$ cat src/rtl/rs_issue_sched.sv
// Reservation-station issue scheduler: buffers DEPTH micro-ops, wakes operands from the CDB and issues the oldest ready entry.
// Optional macro RS_CDB_FWD_EN lets a same-cycle CDB hit count toward eligibility.
module rs_issue_sched #(
    parameter int DEPTH     = 4,
    parameter int TAG_W     = 6,
    parameter int PAYLOAD_W = 64,
    localparam int OCC_W    = $clog2(DEPTH + 1)
) (
    input  logic                 clk,
    input  logic                 rstn,
    input  logic                 flush,
    input  logic                 disp_valid,
    output logic                 disp_ready,
    input  logic [TAG_W-1:0]     disp_src1_tag,
    input  logic                 disp_src1_rdy,
    input  logic [TAG_W-1:0]     disp_src2_tag,
    input  logic                 disp_src2_rdy,
    input  logic [TAG_W-1:0]     disp_dst_tag,
    input  logic [PAYLOAD_W-1:0] disp_payload,
    input  logic                 cdb_valid,
    input  logic [TAG_W-1:0]     cdb_tag,
    output logic                 issue_valid,
    input  logic                 issue_ready,
    output logic [TAG_W-1:0]     issue_src1_tag,
    output logic [TAG_W-1:0]     issue_src2_tag,
    output logic [TAG_W-1:0]     issue_dst_tag,
    output logic [PAYLOAD_W-1:0] issue_payload,
    output logic [OCC_W-1:0]     occupancy
);

    logic [DEPTH-1:0]                  r_valid;
    logic [DEPTH-1:0]                  r_s1_rdy;
    logic [DEPTH-1:0]                  r_s2_rdy;
    logic [DEPTH-1:0][TAG_W-1:0]       r_s1_tag;
    logic [DEPTH-1:0][TAG_W-1:0]       r_s2_tag;
    logic [DEPTH-1:0][TAG_W-1:0]       r_dst;
    logic [DEPTH-1:0][PAYLOAD_W-1:0]   r_pay;
    // r_older[i][j] = 1 when entry j was dispatched before entry i
    logic [DEPTH-1:0][DEPTH-1:0]       r_older;

    logic [DEPTH-1:0] w_s1_hit;
    logic [DEPTH-1:0] w_s2_hit;
    logic [DEPTH-1:0] w_elig;
    logic [DEPTH-1:0] w_sel;
    logic [DEPTH-1:0] w_free;
    logic [DEPTH-1:0] w_alloc;
    logic [DEPTH-1:0] w_live;
    logic [OCC_W-1:0] w_occ;
    logic             w_iss_en;
    logic             w_disp_fire;
    logic             w_d1_hit;
    logic             w_d2_hit;

    always_comb begin
        for (int i = 0; i < DEPTH; i++) begin
            w_s1_hit[i] = cdb_valid && (r_s1_tag[i] == cdb_tag);
            w_s2_hit[i] = cdb_valid && (r_s2_tag[i] == cdb_tag);
        end
    end

`ifdef RS_CDB_FWD_EN
    assign w_elig = r_valid & (r_s1_rdy | w_s1_hit) & (r_s2_rdy | w_s2_hit);
`else
    assign w_elig = r_valid & r_s1_rdy & r_s2_rdy;
`endif

    // The age matrix is a total order over valid entries, so exactly one eligible entry has no older eligible peer
    assign w_iss_en = rstn && !flush;
    always_comb begin
        for (int i = 0; i < DEPTH; i++)
            w_sel[i] = w_iss_en && w_elig[i] && !(|(r_older[i] & w_elig));
    end

    assign issue_valid = |w_sel;
    assign w_free      = w_sel & {DEPTH{issue_ready}};
    assign w_live      = r_valid & ~w_free;

    always_comb begin
        issue_src1_tag = '0;
        issue_src2_tag = '0;
        issue_dst_tag  = '0;
        issue_payload  = '0;
        for (int i = 0; i < DEPTH; i++) begin
            if (w_sel[i]) begin
                issue_src1_tag = issue_src1_tag | r_s1_tag[i];
                issue_src2_tag = issue_src2_tag | r_s2_tag[i];
                issue_dst_tag  = issue_dst_tag  | r_dst[i];
                issue_payload  = issue_payload  | r_pay[i];
            end
        end
    end

    always_comb begin
        w_occ = '0;
        for (int i = 0; i < DEPTH; i++)
            w_occ = w_occ + OCC_W'(r_valid[i]);
    end
    assign occupancy = w_occ;

    // Lowest-index free slot: isolate the lowest zero bit of r_valid
    assign w_alloc     = ~r_valid & (r_valid + DEPTH'(1));
    assign disp_ready  = !rstn || (!flush && (w_occ < OCC_W'(DEPTH)));
    assign w_disp_fire = rstn && disp_valid && disp_ready;
    assign w_d1_hit    = cdb_valid && (disp_src1_tag == cdb_tag);
    assign w_d2_hit    = cdb_valid && (disp_src2_tag == cdb_tag);

    always_ff @(posedge clk) begin
        if (!rstn) begin
            r_valid  <= '0;
            r_s1_rdy <= '0;
            r_s2_rdy <= '0;
            r_older  <= '0;
        end else if (flush) begin
            r_valid <= '0;
        end else begin
            r_valid <= w_live | (w_disp_fire ? w_alloc : '0);
            for (int i = 0; i < DEPTH; i++) begin
                if (r_valid[i] && w_s1_hit[i]) r_s1_rdy[i] <= 1'b1;
                if (r_valid[i] && w_s2_hit[i]) r_s2_rdy[i] <= 1'b1;
                if (w_disp_fire) begin
                    if (w_alloc[i]) begin
                        r_s1_rdy[i] <= disp_src1_rdy || w_d1_hit;
                        r_s2_rdy[i] <= disp_src2_rdy || w_d2_hit;
                        r_older[i]  <= w_live;
                    end else begin
                        r_older[i]  <= r_older[i] & ~w_alloc;
                    end
                end
            end
        end
    end

    always_ff @(posedge clk) begin
        for (int i = 0; i < DEPTH; i++) begin
            if (w_disp_fire && w_alloc[i]) begin
                r_s1_tag[i] <= disp_src1_tag;
                r_s2_tag[i] <= disp_src2_tag;
                r_dst[i]    <= disp_dst_tag;
                r_pay[i]    <= disp_payload;
            end
        end
    end

endmodule
$ cat config.mk
export PLATFORM = sky130hd
export DESIGN_NAME = rs_issue_sched
export DESIGN_NICKNAME = d
export VERILOG_FILES = /design/src/rtl/rs_issue_sched.sv
export SDC_FILE = /design/constraint.sdc
export NUM_CORES = 1
export LEC_CHECK = 0
export BUFFER_PORTS_ARGS = -buffer_cell sky130_fd_sc_hd__buf_2
export CORE_MARGIN = 2
export CORE_UTILIZATION = 45
export DETAILED_ROUTE_END_ITERATION = 6
export GPL_TIMING_DRIVEN = 0
export HOLD_SLACK_MARGIN = 0.12
export PLACE_DENSITY = 0.7
export SYNTH_ARGS = -nofsm -noshare
export SYNTH_HDL_FRONTEND = slang
export SYNTH_SLANG_ARGS = --single-unit
$ cat constraint.sdc
create_clock -name clk -period 6.21 [get_ports clk]
set_clock_uncertainty 0.15 [all_clocks]
set_input_delay 0.9315 -clock clk [delete_from_list [all_inputs] [get_ports clk]]
set_output_delay 0.9315 -clock clk [all_outputs]
set_load 0.03 [all_outputs]
Yosys cells after proc, flatten, opt, wreduce, memory -nomap -nowiden
Index checks and enable logic that the tools add are counted.
Storage, ports and cells
  bits of input ports: 96
  word-level logic and storage cells: 164
  output and inout port bits: 87
  flip-flop bits (word level): 356
Operators by class
  equality and inequality tests: 10
  $lt $le $gt $ge: 1
  $add $sub $neg: 4
  multiplexer cells: 45
  reductions and logical operators: 50
  bitwise operators: 31
Operators by type and width (number)
  2-to-1 mux 64 bit: 4
  OR 64 bit: 3
  2-to-1 mux 6 bit: 12
  == test 6 bit: 10
  OR 6 bit: 9
  bitwise AND 4 bit: 13
  logical AND 1 bit: 34
  2-to-1 mux 1 bit: 24
  2-to-1 mux 4 bit: 5
  OR reduction 4 bit: 5
  inverter 4 bit: 3
  zero test 1 bit: 6
  adder 4 x 1 -> 4 bit (second input constant): 1
  OR 4 bit: 1
  adder 2 x 1 -> 3 bit: 1
  adder 3 x 1 -> 3 bit: 1
  logical OR 1 bit: 3
  < comparator 3 bit (second input constant): 1
  adder 1 x 1 -> 2 bit: 1
  inverter 1 bit: 2
  AND reduction 2 bit: 1
  OR reduction 2 bit: 1

Longest topological paths before layout
Gate-level depths: netlist of run 1.
  depth in word-level cells: 13
  mapped depth: 10
  gate-level depth less buffers: 10

Worst setup path after synthesis of run 1
OpenSTA, ideal clock, no wires.
  path type: reg2reg
  from: reg r_valid[0]
  to: reg r_s1_rdy[1]
  setup slack: 1.841 ns
  required time: 5.939 ns
  path buffers: 0
  setup time: 0.121 ns
  stages on the path, launching flop included: 11
  period minus slack after synthesis: 4.369 ns
  data arrival time: 4.098 ns
  cells stage by stage: dfxtp_1 > inv_1 > fa_1 > inv_1 > ha_1 > ha_1 > nor3b_2 > nand2_1 > inv_1 > nor3_1 > a2111oi_0
On the way
  word-level cells in the longest chain between the ends: 8
  elaborated cells between the ends (all ways): 11
  classes of those cells: add/sub (4); order compare (1); mux (2); bitwise (1); reduce/logical (3)
RTL lines
  start: declaration: line 31  | logic [DEPTH-1:0] r_valid;
  start signal: assignment: line 116  | r_valid <= w_live | (w_disp_fire ? w_alloc : '0);
  adder 1 x 1 -> 2 bit: line 96  | w_occ = w_occ + OCC_W'(r_valid[i]);
  adder 2 x 1 -> 3 bit: line 96
  adder 3 x 1 -> 3 bit: line 96
  net occupancy[2]: line 28  | output logic [OCC_W-1:0] occupancy
  < comparator 3 bit: line 102  | assign disp_ready = !rstn || (!flush && (w_occ < OCC_W'(DEPTH)));
  logical AND 1 bit: line 102
  logical OR 1 bit: line 102
  logical AND 1 bit: line 103  | assign w_disp_fire = rstn && disp_valid && disp_ready;
  2-to-1 mux 1 bit: line 120  | if (w_disp_fire) begin
  end signal: indexed assignment: line 122  | r_s1_rdy[i] <= disp_src1_rdy || w_d1_hit;
  end: declaration: line 32  | logic [DEPTH-1:0] r_s1_rdy;
The timed path passes the listed nets, and every way through them passes these cells.
A chain may end at the register's enable or synchronous reset.

Final worst setup path of run 1
  from: in flush
  to: out issue_src2_tag[2]
On the way
  word-level cells in the longest chain between the ends: 11
  elaborated cells between the ends (all ways): 17
  classes of those cells: mux (4); bitwise (3); reduce/logical (10)
RTL lines
  start: declaration: line 11  | input logic flush,
  zero test 1 bit (*): line 68  | assign w_iss_en = rstn && !flush;
  logical AND 1 bit (*): line 68
  logical AND 1 bit (2 in a row): line 71  | w_sel[i] = w_iss_en && w_elig[i] && !(|(r_older[i] & w_elig));
  2-to-1 mux 6 bit: line 84  | if (w_sel[i]) begin
  OR 6 bit: line 86  | issue_src2_tag = issue_src2_tag | r_s2_tag[i];
  2-to-1 mux 6 bit: line 84
  OR 6 bit: line 86
  2-to-1 mux 6 bit: line 84
  OR 6 bit: line 86
  2-to-1 mux 6 bit (*): line 84
  end: declaration: line 25  | output logic [TAG_W-1:0] issue_src2_tag,
Mark *: on every way between the ends. The rest lies on a longest branch, timed or not.

==> results of run 1 <==
## layout make-up
| type | instances | share of cell area |
|---|---|---|
| Sequential cell | 356 | 0.642 |
| Multi-Input combinational cell | 424 | 0.169 |
| Clock buffer | 46 | 0.0618 |
| Timing Repair Buffer | 180 | 0.0611 |
| Tap cell | 390 | 0.0301 |
| Clock inverter | 23 | 0.0177 |
| Buffer | 48 | 0.0143 |
| Inverter | 11 | 0.00317 |
| Antenna cell | 1 | 0.000154 |
## worst max-delay path, stage by stage
cell and delay, ps:
buf_2 150, nor4bb_1 310, nand4_1 140, a221oi_1 620, clkbuf_1 660, buf_2 410
a222oi_1 160, nand2_1 140, buf_2 210
## placed cells by master (no fill, tap or decap), types with 4 or more instances in the layout
cell	synthesis	routed
nand2_1	176	176
xnor2_1	34	34
nand4_1	16	16
xor2_1	26	26
inv_1	11	7
buf_16	0	4
edfxtp_1	328	328
o21ai_0	9	9
dfxtp_1	28	28
a222oi_1	82	82
nor3_1	5	5
bufinv_16	0	6
clkinv_1	0	7
clkbuf_1	19	26
buf_4	6	6
clkbuf_16	0	39
o31ai_1	7	7
and3_1	6	6
nor2_1	4	4
nand3_1	5	5
a21oi_1	7	7
buf_2	23	199
ha_1	4	4
clkinv_2	0	6
inv_4	0	4
nor4_1	9	9
## state kept, by name, indices dropped and copies added (netlist names), named ones only
signal / flops
r_s2_rdy: 4
r_older: 13
r_pay: 256
r_valid: 4
r_s1_tag: 24
r_dst: 24
r_s2_tag: 24
r_s1_rdy: 4
## report_power, final
group | switching [mW] | internal [mW]
sequential | 0.00782 | 2.64
clock | 0.902 | 1.41
combinational | 0.0784 | 0.0430
## worst max path at each step
stage                                     endpoint  slack (ps)  depth (start not counted)
after floorplan           r_s1_rdy[1]$_SDFFE_PN0N_        1840                         10
after global placement    r_s1_rdy[3]$_SDFFE_PN0N_         210                          9
after detailed placement         issue_src2_tag[2]        1380                          9
after CTS                        issue_src2_tag[2]        1350                          9
after global routing             issue_src2_tag[2]        1220                          9
final                            issue_src2_tag[2]        1390                          9
## per-layer routing
layer  up-vias  GRT usage  part of all wire
met5         -          0            0.0013
met4         6     0.0585             0.020
met3        53     0.0453             0.079
met2       355      0.320              0.48
met1      4044      0.262              0.41
li1       3771          -                 -
## through the flow
step | utilization | setup WS [ps] | hold WS (ps)
floorplan | - | 1840 | 285
global placement | 0.502 | 208 | 299
detailed placement | 0.506 | 1380 | 301
CTS | 0.550 | 1350 | 309
global route | 0.550 | 1220 | 324
finish | 0.550 | 1390 | 307
## logic make-up after synthesis
| group | synth area share |
|---|---|
| DFF | 0.775 |
| buffers and inverters | 0.0203 |
| adders and majority gates | 0.00522 |
| and+or+nand+nor | 0.0753 |
| xor gates and xnor gates | 0.0391 |
| AOI/OAI and AO/OA | 0.0846 |
==> impl_metrics.toml, run 1 <==
[critical_path]
reg2regPathDepth = 11
rr_endpoint = "r_s1_rdy[3]$_SDFFE_PN0N_"
startpoint = "flush"
reg2reg_from = "r_valid[1]$_SDFF_PP0_"
rrSetupSlack_ps = 2590
worstPathArrival_ps = 3740
required_ps = 5130
end_kind = "output pin"
cp_max_fo = 10
crit_type = "in -> out"
cp-start-kind = "primary input"

[grt]
grt-ovfl-total = 0
grt_usage = 0.196
grt_pass1_vias = 8270
grt_max_degree = 58
grt_pass1_wl_mm = 46.5
antenna_found_initial = 4

[place]
placed_cell_area_sq_um = 14900
gp_congestion = 0.815
dpl.hpwl_mm = 18.8
place_inst = 1409
io_buffers = 176

[route]
drt_iter0_markers = 1068
firstDrtPassIters = 6
post_drt_wl_per_cell_microns = 20.9
wl_mm = 30.9
drtAntennaViolNets = 0
vias_per_cell = 5.56
vias = 8229
drc = 0

[yosys]
synth_fp_nets = 940
synth_cell_types = 44
synth_most_common_cell = "edfxtp_1"
yosysTopAreaCellShare = 0.734
syn_inst = 839
ys_seq_elements = 356
synth_top_area_cell = "edfxtp_1"
synth_edf_count = 328
synth_flop_cell = "edfxtp_1"
syn_area_sq_um = 13400
ys_warn_count = 0
synthTopCellsByCount = "edfxtp_1 (328), nand2_1 (176), a222oi_1 (82)"
synth-seq-area-share = 0.775
postSynth.asyncResetShare = 0
syn_avg_cell_area_sq_um = 16.0
synthTopCellsByArea = "edfxtp_1 (73%), a222oi_1 (6.1%), nand2_1 (4.9%), dfxtp_1 (4.2%), xnor2_1 (2.2%)"

[clocking]
clock_sinks = 356
cts_buffer_depth = 3
h-tree-depth = 2
cts_repair_resize_count = 0
post-cts-setup-buffers = 0
clock_latency_ps = 510
cts-buffers-inserted = 38
clock-root-buffer = "clkbuf_16"
clk_pin_slew_ps = 50
ctsHoldBuffers = 0
cts_tree = "yes"

[cells_and_area]
fillers = 2388
drive_gt1_frac = 0.250
register_area_sq_um = 10400
finalNonFillerCells = 1479
fin_nets = 1160
multi_input_area_sq_um = 2740
final_cell_area_sq_um = 16200
areaGrowthSynthToFinish_pct = 20.7

[sta]
post-route-min-period_ps = 4820
worst_pin_slew_ps = 767
relSlewSlack = 0.482
max_clock_freq_mhz = 207
fin_crit_sh = 0.777
setup_viol = 0
rsz0062_at_grt = "false"
hold_violations = 0
fin_setup_tns_ps = 0
finalMaxSlewViolations = 0

[pwr]
ir_worst_vdd_v = 0.000245
cellLeakagePower_nw = 6.10
p_per_area_nw_per_um2 = 313
total_power_mw = 5.08

[die]
io_pins = 183
die_area_sq_um = 31200
row_count = 63
core_sq_um = 29500
die_w_microns = 177
initial_utilization = 0.455
die_y_microns = 177

[flow_run]
drv_cap = 0

[run_status]
status = "finished, final reports clean"

[hold_path]
hold_depth = 2
min_to = "r_older[7]$_SDFFE_PN0P_"
hp-start = "r_older[7]$_SDFFE_PN0P_"
hold_class = "reg -> reg"
Power figures use the tool's default switching activity.
==> run 2, diff against run 1 <==
--- a/config.mk
+++ b/config.mk
@@ -11,7 +11,7 @@
 export DETAILED_ROUTE_END_ITERATION = 6
 export GPL_TIMING_DRIVEN = 0
 export HOLD_SLACK_MARGIN = 0.12
-export PLACE_DENSITY = 0.7
+export PLACE_DENSITY = 0.72
 export SYNTH_ARGS = -nofsm -noshare
 export SYNTH_HDL_FRONTEND = slang
 export SYNTH_SLANG_ARGS = --single-unit
==> constraint.sdc (replaced) <==
create_clock -name clk -period 4 [get_ports clk]
set_clock_uncertainty 0.15 [all_clocks]
set_input_delay 0.6 -clock clk [delete_from_list [all_inputs] [get_ports clk]]
set_output_delay 0.6 -clock clk [all_outputs]
set_load 0.03 [all_outputs]
==> impl_metrics.toml, run 2 (same netlist as run 1, synthesis figures left out) <==
[route]
post_drt_wl_per_cell_microns = 21.0
firstDrtPassIters = 7
wl_mm = 32.0
vias_per_cell = 5.52
drtAntennaViolNets = 0
drc = 2
drt_iter0_markers = 1114
vias = 8413

[clocking]
clock_latency_ps = 520
h-tree-depth = 2
cts_tree = "yes"
clock_sinks = 356
clk_pin_slew_ps = 60
cts_buffer_depth = 3
cts-buffers-inserted = 38
clock-root-buffer = "clkbuf_16"

[cells_and_area]
final_core_util = 0.563
multi_input_area_sq_um = 2760
finalNonFillerCells = 1525
mostFrequentLayoutCell = "edfxtp_1"
regMostFlops = "r_pay"
largest_reg_flops = 256
fillers = 2342
antenna_cells = 0
final_cell_mix = "edfxtp_1 (328), buf_2 (199), nand2_1 (176)"
fin_nets = 1208
register_area_sq_um = 10400
areaGrowthSynthToFinish_pct = 23.6
drive_gt1_frac = 0.249

[grt]
grt-ovfl-total = 0
grt_pass1_vias = 8486
antenna_found_initial = 1
grt_usage = 0.200
grt_max_degree = 35
grt_pass1_wl_mm = 47.9

[critical_path]
cp_max_fo = 10
worstPathArrival_ps = 3040
required_ps = 3250
rr_endpoint = "r_pay[15]$_DFFE_PP_"
startpoint = "r_valid[2]$_SDFF_PP0_"
reg2regPathDepth = 10
crit_type = "reg -> out"
rrSetupSlack_ps = 290
end_kind = "output pin"
cp-endpoint = "issue_src2_tag[3]"
cp-start-kind = "register"
reg2reg_from = "r_valid[0]$_SDFF_PP0_"

[pwr]
p_per_area_nw_per_um2 = 455
total_power_mw = 7.54
ir_worst_vdd_v = 0.000383
cellLeakagePower_nw = 6.23

[sta]
rsz0062_at_grt = "false"
relSlewSlack = 0.421
max_clock_freq_mhz = 264
post-route-min-period_ps = 3790
fin_setup_tns_ps = 0
fin_crit_sh = 0.948
hold_violations = 0
finalMaxSlewViolations = 0
worst_slack_ps = 210
setup_viol = 0
worst_pin_slew_ps = 866

[place]
io_buffers = 176
place_ws_ps = -222
dpl.hpwl_mm = 19.7
place_inst = 1414
gp_congestion = 0.865

[die]
core_sq_um = 29500
die_area_sq_um = 31200
row_count = 63
initial_utilization = 0.455
die_y_microns = 177
die_w_microns = 177
io_pins = 183

[run_status]
status = "finished, violations left"
violations = "design-rule violations"

[hold_path]
hold_depth = 1
hold_class = "in -> reg"

[flow_run]
drv_cap = 0
run 2: area by class of cell:
cell class                      instances  share of cell area
Sequential cell                       356               0.628
Multi-Input combinational cell        424               0.166
Timing Repair Buffer                  227              0.0896
Clock buffer                           45              0.0589
Tap cell                              390              0.0294
Buffer                                 48              0.0143
Clock inverter                         23              0.0103
Inverter                               11             0.00339
Timing Repair inverter                  1            0.000302
run 2: worst max-delay path, stage by stage, from the launching register on:
cell      delay, ps
dfxtp_1         380
and3_1          310
a2111o_1        460
a221oi_2        240
buf_2           370
buf_2           330
a222oi_1        120
nand2_1         120
buf_2           200
run 2: where the power goes:
group          internal [mW]  switching, mW  leakage, nW
registers               4.10         0.0126         3.19
clock network           1.78           1.43        0.558
logic                 0.0943          0.130         2.48
total                   5.97           1.57         6.23
run 2: how the worst min path moves through the flow:
stage	from	to	slack, ps
finish	disp_payload[41]	r_pay[233]$_DFFE_PP_	140
global route	disp_payload[60]	r_pay[188]$_DFFE_PP_	120
CTS	disp_payload[20]	r_pay[148]$_DFFE_PP_	120
detailed placement	r_older[11]$_SDFFE_PN0P_	r_older[11]$_SDFFE_PN0P_	300
global placement	r_older[7]$_SDFFE_PN0P_	r_older[7]$_SDFFE_PN0P_	300
floorplan	r_older[7]$_SDFFE_PN0P_	r_older[7]$_SDFFE_PN0P_	290
run 2: per-stage QoR:
step	hold slack (ps)	area [sq um]
2_1_floorplan	285	13400
3_3_place_gp	300	14800
3_5_place_dp	300	15000
4_1_cts	121	16600
5_1_grt	122	16600
6_report	139	16600
run 2: metal layers:
metal  global-route usage  part of all wire
met1                0.270              0.42
met2                0.330              0.49
met3               0.0453             0.076
met4               0.0513             0.016
met5                    0           0.00028
run 2: what timing repair did:
item | CTS | global route
hold endpoints to repair | 148 | 0
gates cloned | 0 | 1
gates resized for setup | 2 | 8
setup buffers | 0 | 1
endpoints found under the setup margin | 62 | 84
hold buffers | 41 | 0
==> run 3, diff against run 2 <==
--- a/config.mk
+++ b/config.mk
@@ -5,13 +5,14 @@
 export SDC_FILE = /design/constraint.sdc
 export NUM_CORES = 1
 export LEC_CHECK = 0
+export ABC_CLOCK_PERIOD_IN_PS = 4000
 export BUFFER_PORTS_ARGS = -buffer_cell sky130_fd_sc_hd__buf_2
 export CORE_MARGIN = 2
-export CORE_UTILIZATION = 45
+export CORE_UTILIZATION = 51
 export DETAILED_ROUTE_END_ITERATION = 6
 export GPL_TIMING_DRIVEN = 0
 export HOLD_SLACK_MARGIN = 0.12
-export PLACE_DENSITY = 0.72
+export PLACE_DENSITY = 0.8
 export SYNTH_ARGS = -nofsm -noshare
 export SYNTH_HDL_FRONTEND = slang
 export SYNTH_SLANG_ARGS = --single-unit
==> impl_metrics.toml, run 3 (same netlist as run 1, synthesis figures left out) <==
[cells_and_area]
final_cell_mix = "edfxtp_1 (328), buf_2 (199), nand2_1 (176)"
largest_reg_flops = 256
drive_gt1_frac = 0.259
final_core_util = 0.623
areaGrowthSynthToFinish_pct = 20.6
regMostFlops = "r_pay"
fin_nets = 1168
mostFrequentLayoutCell = "edfxtp_1"
fillers = 1867
final_cell_area_sq_um = 16200

[grt]
busiest_layer = "met2"
grt_usage = 0.216
grt_max_degree = 31
grt_pass1_wl_mm = 46.5
antenna_found_initial = 4
grt-ovfl-total = 0
grt_util_met1 = 0.284
use_met2 = 0.355
grt_pass1_vias = 8529
met3_usage = 0.0505

[sta]
rsz0062_at_grt = "false"
setup_viol = 0
fin_setup_tns_ps = 0
hold_violations = 0
finalMaxSlewViolations = 0
max_clock_freq_mhz = 261
worst_pin_slew_ps = 868
post-route-min-period_ps = 3830
fin_crit_sh = 0.958
relSlewSlack = 0.418

[hold_path]
hp-start = "disp_payload[11]"
min_to = "r_pay[203]$_DFFE_PP_"
hold_depth = 1
hold_class = "in -> reg"

[pwr]
p_per_area_nw_per_um2 = 470
ir_worst_vdd_v = 0.000372
cellLeakagePower_nw = 6.09
total_power_mw = 7.60

[critical_path]
rrSetupSlack_ps = 350
end_kind = "output pin"
worstPathArrival_ps = 3080
reg2reg_from = "r_valid[0]$_SDFF_PP0_"
required_ps = 3250
cp-start-kind = "register"
crit_top_cell = "buf_2"
rr_endpoint = "r_pay[199]$_DFFE_PP_"
cp_max_fo = 10
reg2regPathDepth = 8
slowest_stage = "a221oi_2"
path_cells = "nor4bb_1, nand4_1, a221oi_2, clkbuf_2, buf_2, a222oi_1, nand2_1, buf_2"
crit_type = "reg -> out"
cpPeakStageDelay_ps = 440
cp_num_buf_inv = 3
crit_family = "buffers and inverters"

[route]
drtAntennaViolNets = 0
wl_mm = 30.9
firstDrtPassIters = 6
vias = 8284
drt_iter0_markers = 981
drc = 0
post_drt_wl_per_cell_microns = 21.6
vias_per_cell = 5.78

[flow_run]
drv_cap = 0

[die]
die_w_microns = 166
die_area_sq_um = 27600
row_count = 59
die_y_microns = 166
io_pins = 183
core_sq_um = 26000
initial_utilization = 0.517

[clocking]
clock_sinks = 356
clock_latency_ps = 510
cts_tree = "yes"
clock-root-buffer = "clkbuf_16"
h-tree-depth = 2
cts-buffers-inserted = 37
cts_buffer_depth = 3
clk_pin_slew_ps = 60

[place]
dpl.hpwl_mm = 19.6
placed_cell_area_sq_um = 14900
io_buffers = 176
gp_congestion = 0.862

[run_status]
status = "finished, final reports clean"
[run 3: cell types whose count changed in the layout (fill, tap and decap cells not counted)]
| cell | before | now |
|---|---|---|
| buf_12 | 8 | 9 |
| clkbuf_2 | 4 | 2 |
| diode_2 | 0 | 2 |
| bufinv_16 | 0 | 2 |
| inv_6 | 2 | 0 |
| clkinvlp_2 | 2 | 1 |
| clkinv_16 | 1 | 0 |
| clkinvlp_4 | 5 | 6 |
| clkbuf_8 | 0 | 3 |
| dlygate4sd3_1 | 41 | 1 |
[run 3: worst max path at each step]
stage	from	to	slack, ps	cells past startpoint
3_3_place_gp	r_valid[1]$_SDFF_PP0_	r_s1_rdy[2]$_SDFFE_PN0N_	-750	10
5_1_grt	r_valid[2]$_SDFF_PP0_	issue_payload[9]	60	8
6_report	r_s2_rdy[0]$_SDFFE_PN0N_	issue_src2_tag[2]	170	8
4_1_cts	r_s2_rdy[0]$_SDFFE_PN0N_	issue_payload[50]	40	8
2_1_floorplan	r_valid[0]$_SDFF_PP0_	r_s1_rdy[2]$_SDFFE_PN0N_	220	10
3_5_place_dp	flush	issue_payload[50]	-110	9
[run 3: power breakdown]
| part | internal [mW] | switching, mW |
|---|---|---|
| Combinational | 0.0694 | 0.121 |
| Clock | 1.94 | 1.36 |
| Sequential | 4.10 | 0.0127 |
[run 3: final cells by class]
cell class,count,area (sq um),area share
sequential,356,10400,0.643
multi-input combinational,424,2760,0.170
timing repair buffer,188,1110,0.0683
clock buffer,46,1010,0.0624
tap,335,419,0.0259
buffer,48,234,0.0145
clock inverter,22,185,0.0114
inverter,11,56.3,0.00348
timing repair inverter,1,5.00,0.000309
antenna,2,5.00,0.000309
[run 3: through the flow]
stage	hold slack, ps	worst slack (ps)	instances
2_1_floorplan	285	223	839
3_3_place_gp	300	-754	1350
3_5_place_dp	309	-112	1360
4_1_cts	123	40.4	1429
5_1_grt	124	63.3	1433
6_report	143	167	1433
[run 3: timing repair]
item / in CTS / in global routing
buffers inserted: 0 / 1
pin swaps: 0 / 0
cloned: 0 / 1
hold buffers: 1 / 0
hold endpoints to repair: 4 / 0
resized for setup: 1 / 5
endpoints found under the setup margin: 60 / 89
[run 3: per-layer routing]
metal | up-vias | routed length, microns
met5 | - | 27
met4 | 4 | 925
met3 | 67 | 2110
met2 | 342 | 15100
met1 | 4084 | 12700
li1 | 3787 | -
